### src/rtl/memory_read_tx_if.sv
// memory_read_tx_if
// Bundles the two byte/word buses that memory_read_tx sits between:
// the instruction-RAM read port and the UART transmitter byte interface.
//
// Signals:
//   ram_re    RAM read enable, one-cycle pulse per word  (master -> slave)
//   ram_ra    RAM read address                           (master -> slave)
//   ram_dout  RAM read data, valid RD_LAT clocks later   (slave  -> master)
//   tx_start  one-cycle request to send tx_data          (master -> slave)
//   tx_data   byte to send, stable until tx_done         (master -> slave)
//   tx_done   one-cycle pulse when the byte has gone     (slave  -> master)
//
// master: the dump engine.  slave: the RAM/UART side.
interface memory_read_tx_if #(
  parameter int ADDR_W = 8
);
  logic              ram_re;
  logic [ADDR_W-1:0] ram_ra;
  logic [15:0]       ram_dout;
  logic              tx_start;
  logic [7:0]        tx_data;
  logic              tx_done;

  modport master (
    output ram_re,
    output ram_ra,
    output tx_start,
    output tx_data,
    input  ram_dout,
    input  tx_done
  );

  modport slave (
    input  ram_re,
    input  ram_ra,
    input  tx_start,
    input  tx_data,
    output ram_dout,
    output tx_done
  );
endinterface

### src/rtl/memory_read_tx.sv
// memory_read_tx
// Dumps an inclusive, possibly wrapping, range of the 16-bit instruction
// RAM out over the UART transmitter, high byte first, two bytes per word.
// Counterpart of the UART-receive / memory-write loader path.
//
// Parameters:
//   ADDR_W  instruction RAM address width
//   RD_LAT  RAM read latency in clocks from ram_re to valid ram_dout (1..3)
//
// Ports:
//   clk         system clock (100 MHz)
//   rst         asynchronous, active-low reset
//   start       single-cycle dump request, honoured only in IDLE
//   first_addr  first word address, captured on accepted start
//   last_addr   last word address (inclusive), captured on accepted start
//   bus         memory_read_tx_if.master: RAM read port + UART tx bytes
//   busy        high from the cycle after an accepted start until done
//   done        one-cycle pulse after the final byte's tx_done
//
// Optional build macro:
//   MEMORY_READ_TX_CHECKSUM_EN  append an 8-bit checksum byte (sum mod 256
//                               of every data byte of the dump) before done.
//
// State     | meaning
// ----------+-----------------------------------------------------------
// S_IDLE    | waiting for start; all outputs quiet
// S_READ    | ram_re pulse at ram_ra = addr
// S_WAIT    | RD_LAT-cycle read latency down-count, then latch word
// S_SEND_HI | tx_start pulse with the high byte
// S_WAIT_HI | high byte on the wire, wait for tx_done
// S_SEND_LO | tx_start pulse with the low byte
// S_WAIT_LO | low byte on the wire, wait for tx_done
// S_NEXT    | end-of-range test, else advance addr (wraps)
// S_SEND_CS | tx_start pulse with the checksum (checksum build only)
// S_WAIT_CS | checksum on the wire, wait for tx_done (checksum build only)
// S_DONE    | done pulse, busy already low
module memory_read_tx #(
  parameter int ADDR_W = 8,
  parameter int RD_LAT = 1
) (
  input  logic              clk,
  input  logic              rst,
  input  logic              start,
  input  logic [ADDR_W-1:0] first_addr,
  input  logic [ADDR_W-1:0] last_addr,
  memory_read_tx_if.master  bus,
  output logic              busy,
  output logic              done
);

  typedef enum logic [3:0] {
    S_IDLE    = 4'd0,
    S_READ    = 4'd1,
    S_WAIT    = 4'd2,
    S_SEND_HI = 4'd3,
    S_WAIT_HI = 4'd4,
    S_SEND_LO = 4'd5,
    S_WAIT_LO = 4'd6,
    S_NEXT    = 4'd7,
`ifdef MEMORY_READ_TX_CHECKSUM_EN
    S_SEND_CS = 4'd8,
    S_WAIT_CS = 4'd9,
`endif
    S_DONE    = 4'd10
  } state_t;

  // The latency counter runs down to zero; it is loaded in READ so the
  // WAIT state lasts exactly RD_LAT cycles and samples ram_dout on the last.
  localparam logic [1:0] LAT_INIT = 2'(RD_LAT - 1);

  state_t            state;
  state_t            state_nxt;
  logic [ADDR_W-1:0] addr;
  logic [ADDR_W-1:0] end_addr;
  logic [15:0]       word;
  logic [1:0]        lat_cnt;
  logic              lat_tc;
  logic              last_word;

  logic              ram_re_c;
  logic              tx_start_c;
  logic [7:0]        tx_data_c;
  logic              busy_c;
  logic              done_c;

`ifdef MEMORY_READ_TX_CHECKSUM_EN
  logic [7:0]        csum;
`endif

  assign lat_tc    = (lat_cnt == 2'd0);
  assign last_word = (addr == end_addr);

  // State register.
  always_ff @(posedge clk or negedge rst) begin
    if (!rst) begin
      state <= S_IDLE;
    end else begin
      state <= state_nxt;
    end
  end

  // Next-state and output decode.
  always_comb begin
    state_nxt  = state;
    ram_re_c   = 1'b0;
    tx_start_c = 1'b0;
    tx_data_c  = 8'h00;
    busy_c     = 1'b1;
    done_c     = 1'b0;
    case (state)
      S_IDLE: begin
        busy_c = 1'b0;
        if (start) begin
          state_nxt = S_READ;
        end
      end
      S_READ: begin
        ram_re_c  = 1'b1;
        state_nxt = S_WAIT;
      end
      S_WAIT: begin
        if (lat_tc) begin
          state_nxt = S_SEND_HI;
        end
      end
      S_SEND_HI: begin
        tx_data_c  = word[15:8];
        tx_start_c = 1'b1;
        state_nxt  = S_WAIT_HI;
      end
      S_WAIT_HI: begin
        tx_data_c = word[15:8];
        if (bus.tx_done) begin
          state_nxt = S_SEND_LO;
        end
      end
      S_SEND_LO: begin
        tx_data_c  = word[7:0];
        tx_start_c = 1'b1;
        state_nxt  = S_WAIT_LO;
      end
      S_WAIT_LO: begin
        tx_data_c = word[7:0];
        if (bus.tx_done) begin
          state_nxt = S_NEXT;
        end
      end
      S_NEXT: begin
        if (last_word) begin
`ifdef MEMORY_READ_TX_CHECKSUM_EN
          state_nxt = S_SEND_CS;
`else
          state_nxt = S_DONE;
`endif
        end else begin
          state_nxt = S_READ;
        end
      end
`ifdef MEMORY_READ_TX_CHECKSUM_EN
      S_SEND_CS: begin
        tx_data_c  = csum;
        tx_start_c = 1'b1;
        state_nxt  = S_WAIT_CS;
      end
      S_WAIT_CS: begin
        tx_data_c = csum;
        if (bus.tx_done) begin
          state_nxt = S_DONE;
        end
      end
`endif
      S_DONE: begin
        busy_c    = 1'b0;
        done_c    = 1'b1;
        state_nxt = S_IDLE;
      end
      default: begin
        busy_c    = 1'b0;
        state_nxt = S_IDLE;
      end
    endcase
  end

  // Address range, read latency and word capture.
  always_ff @(posedge clk or negedge rst) begin
    if (!rst) begin
      addr     <= '0;
      end_addr <= '0;
      word     <= 16'h0000;
      lat_cnt  <= 2'd0;
    end else begin
      case (state)
        S_IDLE: begin
          if (start) begin
            addr     <= first_addr;
            end_addr <= last_addr;
          end
        end
        S_READ: begin
          lat_cnt <= LAT_INIT;
        end
        S_WAIT: begin
          if (lat_tc) begin
            word <= bus.ram_dout;
          end else begin
            lat_cnt <= lat_cnt - 2'd1;
          end
        end
        S_NEXT: begin
          // Natural ADDR_W-bit overflow gives the wrap through zero.
          if (!last_word) begin
            addr <= addr + 1'b1;
          end
        end
        default: begin
        end
      endcase
    end
  end

`ifdef MEMORY_READ_TX_CHECKSUM_EN
  // Running byte sum, accumulated as each data byte is handed to the UART.
  always_ff @(posedge clk or negedge rst) begin
    if (!rst) begin
      csum <= 8'h00;
    end else if (state == S_IDLE && start) begin
      csum <= 8'h00;
    end else if (state == S_SEND_HI || state == S_SEND_LO) begin
      csum <= csum + tx_data_c;
    end
  end
`endif

  assign bus.ram_re   = ram_re_c;
  assign bus.ram_ra   = addr;
  assign bus.tx_start = tx_start_c;
  assign bus.tx_data  = tx_data_c;
  assign busy         = busy_c;
  assign done         = done_c;

endmodule

### src/flat_wrapper.sv
// flat-port wrapper written by rule: the top's interface ports become plain ports
module memory_read_tx_flat 
#(
  parameter int ADDR_W = 8,
  parameter int RD_LAT = 1
)
  (clk, rst, start, first_addr, last_addr, busy, done, bus_ram_re, bus_ram_ra, bus_tx_start, bus_tx_data, bus_ram_dout, bus_tx_done);
  memory_read_tx_if #(.ADDR_W(ADDR_W)) bus_i ();
  input  logic clk;
  input  logic rst;
  input  logic start;
  input  logic [ADDR_W-1:0] first_addr;
  input  logic [ADDR_W-1:0] last_addr;
  output logic busy;
  output logic done;
  output wire logic [$bits(bus_i.ram_re)-1:0] bus_ram_re;
  output wire logic [$bits(bus_i.ram_ra)-1:0] bus_ram_ra;
  output wire logic [$bits(bus_i.tx_start)-1:0] bus_tx_start;
  output wire logic [$bits(bus_i.tx_data)-1:0] bus_tx_data;
  input wire logic [$bits(bus_i.ram_dout)-1:0] bus_ram_dout;
  input wire logic [$bits(bus_i.tx_done)-1:0] bus_tx_done;
  assign bus_ram_re = bus_i.ram_re;
  assign bus_ram_ra = bus_i.ram_ra;
  assign bus_tx_start = bus_i.tx_start;
  assign bus_tx_data = bus_i.tx_data;
  assign bus_i.ram_dout = bus_ram_dout;
  assign bus_i.tx_done = bus_tx_done;
  memory_read_tx #(.ADDR_W(ADDR_W), .RD_LAT(RD_LAT)) u_core (.clk(clk), .rst(rst), .start(start), .first_addr(first_addr), .last_addr(last_addr), .bus(bus_i), .busy(busy), .done(done));
endmodule
### config.mk
export PLATFORM = sky130hd
export DESIGN_NAME = memory_read_tx_flat
export DESIGN_NICKNAME = d
export VERILOG_FILES = /design/src/rtl/memory_read_tx_if.sv /design/src/rtl/memory_read_tx.sv /design/src/flat_wrapper.sv
export SDC_FILE = /design/constraint.sdc
export NUM_CORES = 1
export LEC_CHECK = 0
export ABC_AREA = 1
export BUFFER_PORTS_ARGS = -buffer_cell sky130_fd_sc_hd__clkbuf_2
export CAP_MARGIN = 20
export CORE_MARGIN = 1
export CORE_UTILIZATION = 56
export DETAILED_ROUTE_END_ITERATION = 8
export GPL_TIMING_DRIVEN = 0
export HOLD_SLACK_MARGIN = 0.05
export PLACE_DENSITY_LB_ADDON = 0.3
export SYNTH_ARGS = -nofsm -noshare
export SYNTH_HDL_FRONTEND = slang
export SYNTH_SLANG_ARGS = --single-unit
### constraint.sdc
create_clock -name clk -period 4.2 [get_ports clk]
set_clock_uncertainty 0.1 [all_clocks]
set_input_delay 1.26 -clock clk [delete_from_list [all_inputs] [get_ports clk]]
set_output_delay 1.26 -clock clk [all_outputs]
set_load 0.1 [all_outputs]
==> After elaboration in Yosys (flattened, before gate mapping) <==
Index checks and enable logic that the tools add are counted.
{ "op_classes": {"n_addsub": 2, "eq_ne": 15, "n_mux": 16, "reduce_logical": 13} }
{ "op_table": {"columns": ["op", "n"], "rows": [
  ["4-bit one-hot mux with 8 select lines", 1],
  ["8-bit one-hot mux with 2 select lines", 2],
  ["4-bit two-way mux", 5],
  ["4-bit by 3-bit == test with 1-bit output (second input constant)", 4],
  ["8-bit two-way mux", 2],
  ["2-bit inequality test (second input constant)", 5],
  ["8-bit by 1-bit adder with 8-bit output (second input constant)", 1],
  ["4-bit by 2-bit == test with 1-bit output (second input constant)", 2],
  ["8-bit == test", 1],
  ["7-bit OR reduction", 1],
  ["2-bit AND reduction", 3],
  ["2-bit OR reduction", 3],
  ["4-bit by 1-bit == test with 1-bit output (second input constant)", 1],
  ["4-bit == test (second input constant)", 1],
  ["4-bit logical NOT", 1],
  ["1-bit two-way mux", 4],
  ["2-bit one-hot mux with 2 select lines", 1],
  ["4-bit AND reduction", 1],
  ["2-bit nonzero test", 2],
  ["3-bit AND reduction", 1],
  ["2-bit logical NOT", 1],
  ["2-bit two-way mux", 1],
  ["2-bit by 1-bit inequality test with 1-bit output (second input constant)", 1],
  ["2-bit by 1-bit subtractor with 2-bit output (second input constant)", 1]
]} }
{ "totals": {"regBits": 38, "in_bits": 36, "out_inout_bits": 20, "word_cells": 51} }

==> Longest topological paths before layout <==
Gate-level depths: netlist of run 1.
{ "logic_depth": {"depth_word": 3, "mapped_depth": 10} }

==> Worst setup path after synthesis of run 1 <==
Ideal clock, no wire load.
{ "synth_timing": {"path_kind": "register to output", "start": "register u_core.state[3]", "end": "output bus_tx_data[0]", "arrival_time_ps": 2942, "slack_ps": -102, "path_stages_with_launch": 6, "path_cell_list": "dfrtp_1 inv_2 nand2_2 nor2_1 a21oi_1 o21ai_0"} }
{ "synth_via": {"elab_chain_cells": 3, "elab_cells_between_ends": 7, "classes_between": "eq/ne (4); mux (1); reduce/logical (2)"} }
{ "synth_rtl": {"columns": ["item", "line_no", "source"], "rows": [
  ["start: declaration", "memory_read_tx.sv:71", "state_t state;"],
  ["start signal: assignment", "memory_read_tx.sv:98", "state <= state_nxt;"],
  ["4-bit by 3-bit == test with 1-bit output / 4-bit by 2-bit == test with 1-bit output (equally long branches)", "memory_read_tx.sv:110", "case (state)"],
  ["2-bit OR reduction (no line)", null, null],
  ["8-bit one-hot mux with 2 select lines *", "memory_read_tx.sv:110", null],
  ["end: declaration", "flat_wrapper.sv:19", "output wire logic [$bits(bus_i.tx_data)-1:0] bus_tx_data;"]
]} }
Every way passes the cells marked *; elsewhere a longest branch is shown, timed or not.

==> Worst setup path in the final report of run 1 <==
{ "layout_timing": {"start": "register u_core.state[3]", "end": "output bus_tx_data[7]"} }
Same word-level chain as after synthesis.

==> flow_metrics.env, run 1 <==
export IMPL_hold_viol_final=0
export IMPL_arrival_ns=2.16
export IMPL_whs_endpoint="u_core.lat_cnt[0]$_DFFE_PN0P_"
export IMPL_setup_ws_ns=0.684
export IMPL_numCtsBuffers=5
export IMPL_root_buffer="clkbuf_8"
export IMPL_ctsHtreeMaxLevel=2
export IMPL_fin_util_pct=74.3
export IMPL_fin_crit_ns=3.52
export IMPL_status="complete, no violations"
export IMPL_cts_sinks=38
export IMPL_cts_hold_buffers=0
export IMPL_viasPerCell=5.26
export IMPL_path_max_fanout=9
export IMPL_worstPathRequired_ns=2.84
export IMPL_ff2ff_setup_slack_ns=2.51
export IMPL_io_buffers=55
export IMPL_fin_hold_ws_ns=0.398
export IMPL_tritoncts="built"
export IMPL_timing_final_max_slew_violations=0
export IMPL_grt_usage_pct=26.1
export IMPL_final_cell_mix="nand2_1 (66), clkbuf_2 (56), dfrtp_1 (38), inv_1 (27), nand3_1 (24)"
export IMPL_gp_congestion=0.814
export IMPL_syn_inst=254
export IMPL_fillerInstances=266
export IMPL_synth_area_leader_cell="dfrtp_1"
export IMPL_start_util_pct=60.5
export IMPL_avgSynthCellArea_um2=8.19
export IMPL_stdcell_area_um2=2560
export IMPL_drcViolationCount=0
export IMPL_synth_warnings=0
export IMPL_worstReg2RegEnd="u_core.bus.ram_ra[2]$_DFFE_PN0P_"
export IMPL_netlist_top_cells_area="dfrtp_1 (46%), nand2_1 (12%), nand3_1 (5.8%), inv_1 (4.9%), a21oi_1 (3.6%)"
export IMPL_critical_path_class="flop to primary output"
export IMPL_worst_setup_path_end_kind="primary output"
export IMPL_grt_max_degree=39
export IMPL_die_h_um=63.0
export IMPL_drtIter0Drc=142
export IMPL_maxCapViolCount=0
export IMPL_ys_seq_elements=38
export IMPL_ff2ff_path_depth=9
export IMPL_synth_enable_flop_cells=0
export IMPL_clkTransAtPathRegs_ns=0.08
export IMPL_place_ws_ns=1.03
export IMPL_cts_max_path_buffers=2
export IMPL_drtAntennaViolNets=0
export IMPL_rr_startpoint="u_core.bus.ram_ra[3]$_DFFE_PN0P_"
export IMPL_finalCritPeriodShare_pct=83.7
export IMPL_grt_pass1_vias=1785
export IMPL_yosysSeqAreaShare_pct=45.7
export IMPL_layout_commonest_cell="nand2_1"
export IMPL_synthDistinctLibCells=32
export IMPL_area_growth_syn_to_layout_pct=22.9
export IMPL_crit_path_start_kind="flop"
export IMPL_die_x_um=63.0
export IMPL_cts_resized=0
export IMPL_worstSkewPairLatency_ns=0.29
export IMPL_wire_per_inst_um=12.9
export IMPL_grt_overflow=0
export IMPL_finalSetupViolCount=0
export IMPL_final_nets=354
export IMPL_yosysTopAreaCellShare_pct=45.7
export IMPL_die_area_um2=3960
export IMPL_ys_async_sr_fraction_pct=100
export IMPL_hold_class="flop to flop"
export IMPL_post_cts_buffers=0
export IMPL_grt_setup_unrepaired="false"
export IMPL_netlist_area_um2=2080
export IMPL_antenna_found_initial=0
export IMPL_drt_pass1_iterations=4
export IMPL_io_pins=56
export IMPL_dp_hpwl_mm=3.17
export IMPL_layout_drive_gt1_share_pct=31.2
export IMPL_coreArea_um2=3440
export IMPL_synth_fp_nets=292
export IMPL_num_vias=1908
export IMPL_yosys_most_used_dff="dfrtp_1"
export IMPL_relSlewSlack_pct=37.9
export IMPL_fmax_ghz=0.284
export IMPL_hold_depth=1
export IMPL_rows=21
export IMPL_tightest_slew_ns=0.932
export IMPL_hp_start="u_core.lat_cnt[0]$_DFFE_PN0P_"
export IMPL_grt_pass1_wl_mm=7.82
export IMPL_dpl_instance_area_um2=2410
export IMPL_drt_total_wl_mm=4.68
export IMPL_diodes=0
[synth_stat cells, types with 4 or more instances]
master,count
a21oi_1,15
dfrtp_1,38
inv_1,27
inv_2,5
mux2_2,6
mux2_4,5
nand2_1,66
nand2_2,4
nand3_1,24
nor2_1,19
o21ai_0,13
[registers in the layout (all words and copies together), names as in the netlist]
register,count
u_core.end_addr,8
u_core.word,16
u_core.bus.ram_ra,8
u_core.lat_cnt,2
u_core.state,4
[worst max-delay path, stage by stage, from the launching register on]
cell and delay, ns:
dfrtp_1 0.42, inv_2 0.08, nand2_2 0.12, nor2_1 0.07, a21oi_1 0.54, o21ai_0 0.21, clkbuf_2 0.41
[cell families (layout without fill, tap and decap cells)]
logic type | count (synthesis) | count (layout) | share of synthesized area [%]
and+or+nand+nor | 126 | 126 | 27.4
buffers and inverters | 40 | 103 | 8.54
DFF | 38 | 38 | 45.7
AOI/OAI and AO/OA | 33 | 33 | 8.60
muxes | 11 | 11 | 6.85
xor gates and xnor gates | 4 | 4 | 1.68
adders and majority gates | 2 | 2 | 1.20
[how the worst max path moves through the flow]
stage	from	endpoint	slack (ns)	cells past startpoint
after global routing	u_core.state[3]$_DFFE_PN0P_	bus_tx_data[0]	0.53	6
after detailed placement	u_core.state[3]$_DFFE_PN0P_	bus_tx_data[2]	1.03	6
after global placement	u_core.state[3]$_DFFE_PN0P_	bus_tx_data[0]	1.05	6
after CTS	u_core.state[3]$_DFFE_PN0P_	bus_tx_data[7]	0.69	6
after floorplan	u_core.state[3]$_DFFE_PN0P_	bus_tx_data[0]	-0.10	5
final	u_core.state[3]$_DFFE_PN0P_	bus_tx_data[7]	0.68	6
[per-stage QoR]
stage | cells | TNS (ns)
after global routing | 363 | 0
final | 363 | 0
after CTS | 363 | 0
after detailed placement | 355 | 0
after global placement | 355 | 0
after floorplan | 254 | -0.813
[layer usage]
metal | vias up | global-route usage (%) | wire length, µm
met2 | 69 | 42.6 | 2230
met1 | 890 | 32.2 | 2070
li1 | 938 | - | -
met5 | - | 0 | 0
met3 | 11 | 6.93 | 271
met4 | 0 | 11.6 | 106
[layout make-up]
| cell class | count | area [µm²] | share of cell area, % |
|---|---|---|---|
| flip-flops and latches | 38 | 951 | 37.2 |
| plain buffers | 8 | 57.6 | 2.25 |
| inverters | 32 | 120 | 4.70 |
| repair buffers | 55 | 275 | 10.8 |
| well taps | 46 | 57.6 | 2.25 |
| multi-input cells | 176 | 952 | 37.2 |
| clock buffers | 6 | 82.6 | 3.23 |
| clock inverters | 2 | 60.1 | 2.35 |
Power of run 1 is left out: the tool's default activity adds up to more than one toggle a clock period on the data nets, which glitch-free logic cannot reach.
==> run 2, diff against run 1 <==
Settings changed: CORE_UTILIZATION 56 to 52.
Clock period 4.2 ns to 3.65 ns, I/O delays scaled along.
==> run 2 against run 1 <==
  * Largest cell class unchanged
  * Worst setup slack got worse by 0.41 ns
  * Via count fell by 1.8%
  * Wire length fell by 3.2%
  * Cell area fell by 1.0%
  * Sequential share of layout area rose by 0.39 points
  * Non-clock buffer count did not move
  * Cell count rose by 0.55%
==> flow_metrics.env, run 2 (same netlist as run 1, synthesis figures left out) <==
export IMPL_cp_cell_sequence="inv_2, nand2_2, nor2_1, a21oi_1, o21ai_0, clkbuf_2"
export IMPL_hold_class="flop to flop"
export IMPL_clkTransAtPathRegs_ns=0.07
export IMPL_fmax_ghz=0.296
export IMPL_area_growth_syn_to_layout_pct=21.6
export IMPL_drt_pass1_iterations=4
export IMPL_worstPathRequired_ns=2.45
export IMPL_tightest_slew_ns=0.931
export IMPL_post_cts_buffers=0
export IMPL_dp_hpwl_mm=3.18
export IMPL_fin_crit_ns=3.38
export IMPL_cts_hold_buffers=0
export IMPL_start_util_pct=55.6
export IMPL_met2_usage_pct=37.0
export IMPL_finalSetupViolCount=0
export IMPL_fin_util_pct=67.6
export IMPL_drtIter0Drc=150
export IMPL_grt_usage_pct=23.6
export IMPL_diodes=0
export IMPL_maxCapViolCount=0
export IMPL_die_area_um2=4260
export IMPL_cts_resized=0
export IMPL_layout_drive_gt1_share_pct=31.2
export IMPL_wire_per_inst_um=12.4
export IMPL_path_max_fanout=9
export IMPL_hold_depth=2
export IMPL_worst_setup_path_end_kind="primary output"
export IMPL_gp_congestion=0.877
export IMPL_rows=22
export IMPL_final_nets=354
export IMPL_io_buffers=55
export IMPL_largest_register="u_core.word"
export IMPL_hold_viol_final=0
export IMPL_tritoncts="built"
export IMPL_grt_pass1_wl_mm=7.53
export IMPL_grt_setup_unrepaired="false"
export IMPL_fillerInstances=349
export IMPL_coreArea_um2=3740
export IMPL_met1_usage_pct=30.7
export IMPL_numCtsBuffers=5
export IMPL_ctsHtreeMaxLevel=2
export IMPL_grt_max_degree=39
export IMPL_ff2ff_path_depth=9
export IMPL_drcViolationCount=0
export IMPL_die_x_um=65.3
export IMPL_root_buffer="clkbuf_8"
export IMPL_grt_overflow=0
export IMPL_crit_path_start_kind="flop"
export IMPL_cts_max_path_buffers=2
export IMPL_largest_reg_flops=16
export IMPL_timing_final_max_slew_violations=0
export IMPL_viasPerCell=5.13
export IMPL_relSlewSlack_pct=38.0
export IMPL_arrival_ns=2.18
export IMPL_drt_total_wl_mm=4.53
export IMPL_finalCritPeriodShare_pct=92.5
export IMPL_cts_sinks=38
export IMPL_drtAntennaViolNets=0
export IMPL_status="complete, no violations"
export IMPL_antenna_found_initial=0
export IMPL_grt_use_met3_pct=5.03
export IMPL_critical_path_max_stage_delay_ns=0.54
export IMPL_io_pins=56
export IMPL_worstSkewPairLatency_ns=0.29
export IMPL_die_h_um=65.3
export IMPL_layout_commonest_cell="nand2_1"
export IMPL_grt_pass1_vias=1732
export IMPL_num_vias=1874
export IMPL_grt_most_used_layer="met2"
export IMPL_final_cell_mix="nand2_1 (66), clkbuf_2 (56), dfrtp_1 (38), inv_1 (27), nand3_1 (24)"
export IMPL_critical_path_class="flop to primary output"
export IMPL_cp_slowest_cell="a21oi_1"
-- run 2: cell count changes in the layout (fill, tap and decap cells not counted), sizes merged --
cell	before	now
clkbuf	63	62
clkinvlp	0	2
bufinv	2	1
-- run 2: worst paths after layout --
path	from	end	slack (ns)
setup / recovery	u_core.state[3]$_DFFE_PN0P_	bus_tx_data[1]	0.27
min in group asynchronous	rst	u_core.end_addr[6]$_DFFE_PN0P_	0.83
hold reg to reg	u_core.word[10]$_DFFE_PN0P_	u_core.word[10]$_DFFE_PN0P_	0.41
hold / removal	u_core.word[10]$_DFFE_PN0P_	u_core.word[10]$_DFFE_PN0P_	0.41
setup reg to reg	u_core.bus.ram_ra[3]$_DFFE_PN0P_	u_core.bus.ram_ra[3]$_DFFE_PN0P_	1.89
max in group asynchronous	rst	u_core.word[5]$_DFFE_PN0P_	2.05
-- run 2: layer usage --
layer	part of all wire, %	routed length, µm
met5	0	0
met4	2.3	103
met3	7.2	326
met2	47	2110
met1	44	1990
-- run 2: area by class of cell --
class / count / area, µm² / area share, %
multi-input combinational: 176 / 952 / 37.6
tap: 48 / 60.1 / 2.37
sequential: 38 / 951 / 37.6
timing repair buffer: 55 / 275 / 10.9
clock inverter: 3 / 45.0 / 1.78
buffer: 8 / 57.6 / 2.27
inverter: 32 / 120 / 4.75
clock buffer: 5 / 68.8 / 2.72
-- run 2: through the flow --
step / instance area, µm² / setup TNS, ns / cells / setup WS (ns) / hold WS, ns
2_1_floorplan: 2080 / -4.33 / 254 / -0.487 / 0.359
3_3_place_gp: 2420 / 0 / 357 / 0.654 / 0.377
3_5_place_dp: 2420 / 0 / 357 / 0.625 / 0.396
4_1_cts: 2530 / 0 / 365 / 0.297 / 0.414
5_1_grt: 2530 / 0 / 365 / 0.0930 / 0.436
6_report: 2530 / 0 / 365 / 0.274 / 0.411
-- run 2: worst max-delay path: cells and delay by family, from the launching register on --
kind	cells	cell delay, ns
DFF	1	0.43
buffers and inverters	2	0.50
AOI/OAI and AO/OA	2	0.76
and+or+nand+nor	2	0.18
Power of run 2 is left out for the same reason.
==> run 3, diff against run 2 <==
Settings changed: CORE_UTILIZATION 52 to 54, CTS_BUF_LIST set to sky130_fd_sc_hd__clkbuf_8.
==> run 3 against run 2 <==
  * Worst hold slack lost 0.0029 ns
  * Sequential share of layout area grew 0.53 points
  * Non-clock buffer count did not move
  * Core utilization grew 0.059 points
  * Critical endpoint is now bus_tx_data[7]
  * Worst setup slack better by 0.12 ns
  * Cell area fell by 1.4%
  * Global-route usage grew 0.96 points
  * Count of clock-buffer cells in the layout is the same
  * Cell count decreased by 0.27%
  * Wire length shrank 4.0%
  * Die area shrank 3.6%
==> flow_metrics.env, run 3 (same netlist as run 1, synthesis figures left out) <==
export IMPL_grt_most_used_layer="met2"
export IMPL_crit_path_start_kind="flop"
export IMPL_hold_viol_final=0
export IMPL_critical_path_class="flop to primary output"
export IMPL_hold_depth=1
export IMPL_path_buf_inv=2
export IMPL_area_growth_syn_to_layout_pct=19.9
export IMPL_grt_use_met3_pct=3.75
export IMPL_timing_final_max_slew_violations=0
export IMPL_cp_cell_sequence="inv_2, nand2_2, nor2_1, a21oi_1, o21ai_0, clkbuf_2"
export IMPL_maxCapViolCount=0
export IMPL_met1_usage_pct=31.3
export IMPL_grt_usage_pct=24.5
export IMPL_tritoncts="built"
export IMPL_fmax_ghz=0.307
export IMPL_post_cts_buffers=0
export IMPL_finalSetupTns_ns=0
export IMPL_tightest_slew_ns=0.935
export IMPL_hold_class="flop to flop"
export IMPL_die_x_um=64.1
export IMPL_die_h_um=64.1
export IMPL_grt_pass1_vias=1836
export IMPL_arrival_ns=2.06
export IMPL_largest_reg_flops=16
export IMPL_layout_drive_gt1_share_pct=31.0
export IMPL_drcViolationCount=0
export IMPL_grt_pass1_wl_mm=7.76
export IMPL_diodes=0
export IMPL_final_cells=364
export IMPL_finalCritPeriodShare_pct=89.2
export IMPL_root_buffer="clkbuf_8"
export IMPL_final_cell_mix="nand2_1 (66), clkbuf_2 (56), dfrtp_1 (38), inv_1 (27), nand3_1 (24)"
export IMPL_worstSkewPairLatency_ns=0.29
export IMPL_die_area_um2=4110
export IMPL_path_depth=6
export IMPL_setup_ws_ns=0.393
export IMPL_numCtsBuffers=5
export IMPL_clkTransAtPathRegs_ns=0.08
export IMPL_rows=22
export IMPL_num_vias=1822
export IMPL_fin_crit_ns=3.26
export IMPL_drtIter0Drc=125
export IMPL_place_ws_ns=0.690
export IMPL_cts_resized=0
export IMPL_drt_total_wl_mm=4.35
export IMPL_post_place_cells=357
export IMPL_drtAntennaViolNets=0
export IMPL_cts_sinks=38
export IMPL_gp_congestion=0.837
export IMPL_cp_slowest_cell="a21oi_1"
export IMPL_worstPathRequired_ns=2.45
export IMPL_cts_max_path_buffers=2
export IMPL_antenna_found_initial=0
export IMPL_coreArea_um2=3690
export IMPL_dp_hpwl_mm=3.10
export IMPL_io_buffers=55
export IMPL_cts_hold_buffers=0
export IMPL_worst_setup_path_end_kind="primary output"
export IMPL_final_nets=354
export IMPL_wire_per_inst_um=12.0
export IMPL_path_delay_family="compound AO/OA/AOI/OAI gates"
export IMPL_ctsHtreeMaxLevel=2
export IMPL_met2_usage_pct=42.6
export IMPL_viasPerCell=5.01
export IMPL_relSlewSlack_pct=37.6
export IMPL_layout_commonest_cell="nand2_1"
export IMPL_grt_overflow=0
export IMPL_ff2ff_path_depth=9
export IMPL_start_util_pct=56.4
export IMPL_grt_setup_unrepaired="false"
export IMPL_critical_path_max_stage_delay_ns=0.48
export IMPL_grt_max_degree=39
export IMPL_largest_register="u_core.word"
export IMPL_path_max_fanout=9
export IMPL_finalSetupViolCount=0
export IMPL_status="complete, no violations"
export IMPL_io_pins=56
export IMPL_drt_pass1_iterations=4
run 3: cell types whose count changed in the layout (fill, tap and decap cells not counted), sizes merged:
| cell | delta |
|---|---|
| bufinv | -1 |
| clkinv | +2 |
| clkinvlp | -2 |
run 3: path summary, 6_finish.rpt:
| path | from | endpoint | slack, ns |
|---|---|---|---|
| hold / removal | u_core.lat_cnt[0]$_DFFE_PN0P_ | u_core.lat_cnt[0]$_DFFE_PN0P_ | 0.41 |
| max in group asynchronous | rst | u_core.bus.ram_ra[6]$_DFFE_PN0P_ | 2.03 |
| hold reg to reg | u_core.lat_cnt[0]$_DFFE_PN0P_ | u_core.lat_cnt[0]$_DFFE_PN0P_ | 0.41 |
| min in group asynchronous | rst | u_core.word[3]$_DFFE_PN0P_ | 0.83 |
| setup reg to reg | u_core.bus.ram_ra[3]$_DFFE_PN0P_ | u_core.bus.ram_ra[2]$_DFFE_PN0P_ | 1.96 |
| setup / recovery | u_core.state[3]$_DFFE_PN0P_ | bus_tx_data[7] | 0.39 |
run 3: stage by stage:
| step | hold WS [ns] | utilization, % | area (µm²) |
|---|---|---|---|
| floorplan | 0.359 | - | 2080 |
| global placement | 0.379 | 65.5 | 2420 |
| detailed placement | 0.401 | 65.5 | 2420 |
| CTS | 0.414 | 67.6 | 2490 |
| global route | 0.440 | 67.6 | 2490 |
| finish | 0.408 | 67.6 | 2490 |
run 3: worst register-to-register path, delay by kind of cell (launching register included):
family	cells	cell delay (ns)
flops	1	0.37
simple gates	7	0.77
buf+inv	1	0.16
xor+xnor	1	0.17
run 3: final cells by class:
cell class | instances | area, µm²
clock buffers | 5 | 68.8
clock inverters | 2 | 10.0
inverters | 32 | 120
flip-flops and latches | 38 | 951
plain buffers | 8 | 57.6
fillers | 322 | 1190
well taps | 48 | 60.1
repair buffers | 55 | 275
multi-input cells | 176 | 952
run 3: metal layers:
metal  share of wire [%]  wire [µm]
met1                  46       1990
met2                  49       2130
met3                 4.3        187
met4                 1.1         46
met5                   0          0
Power of run 3 is left out for the same reason.
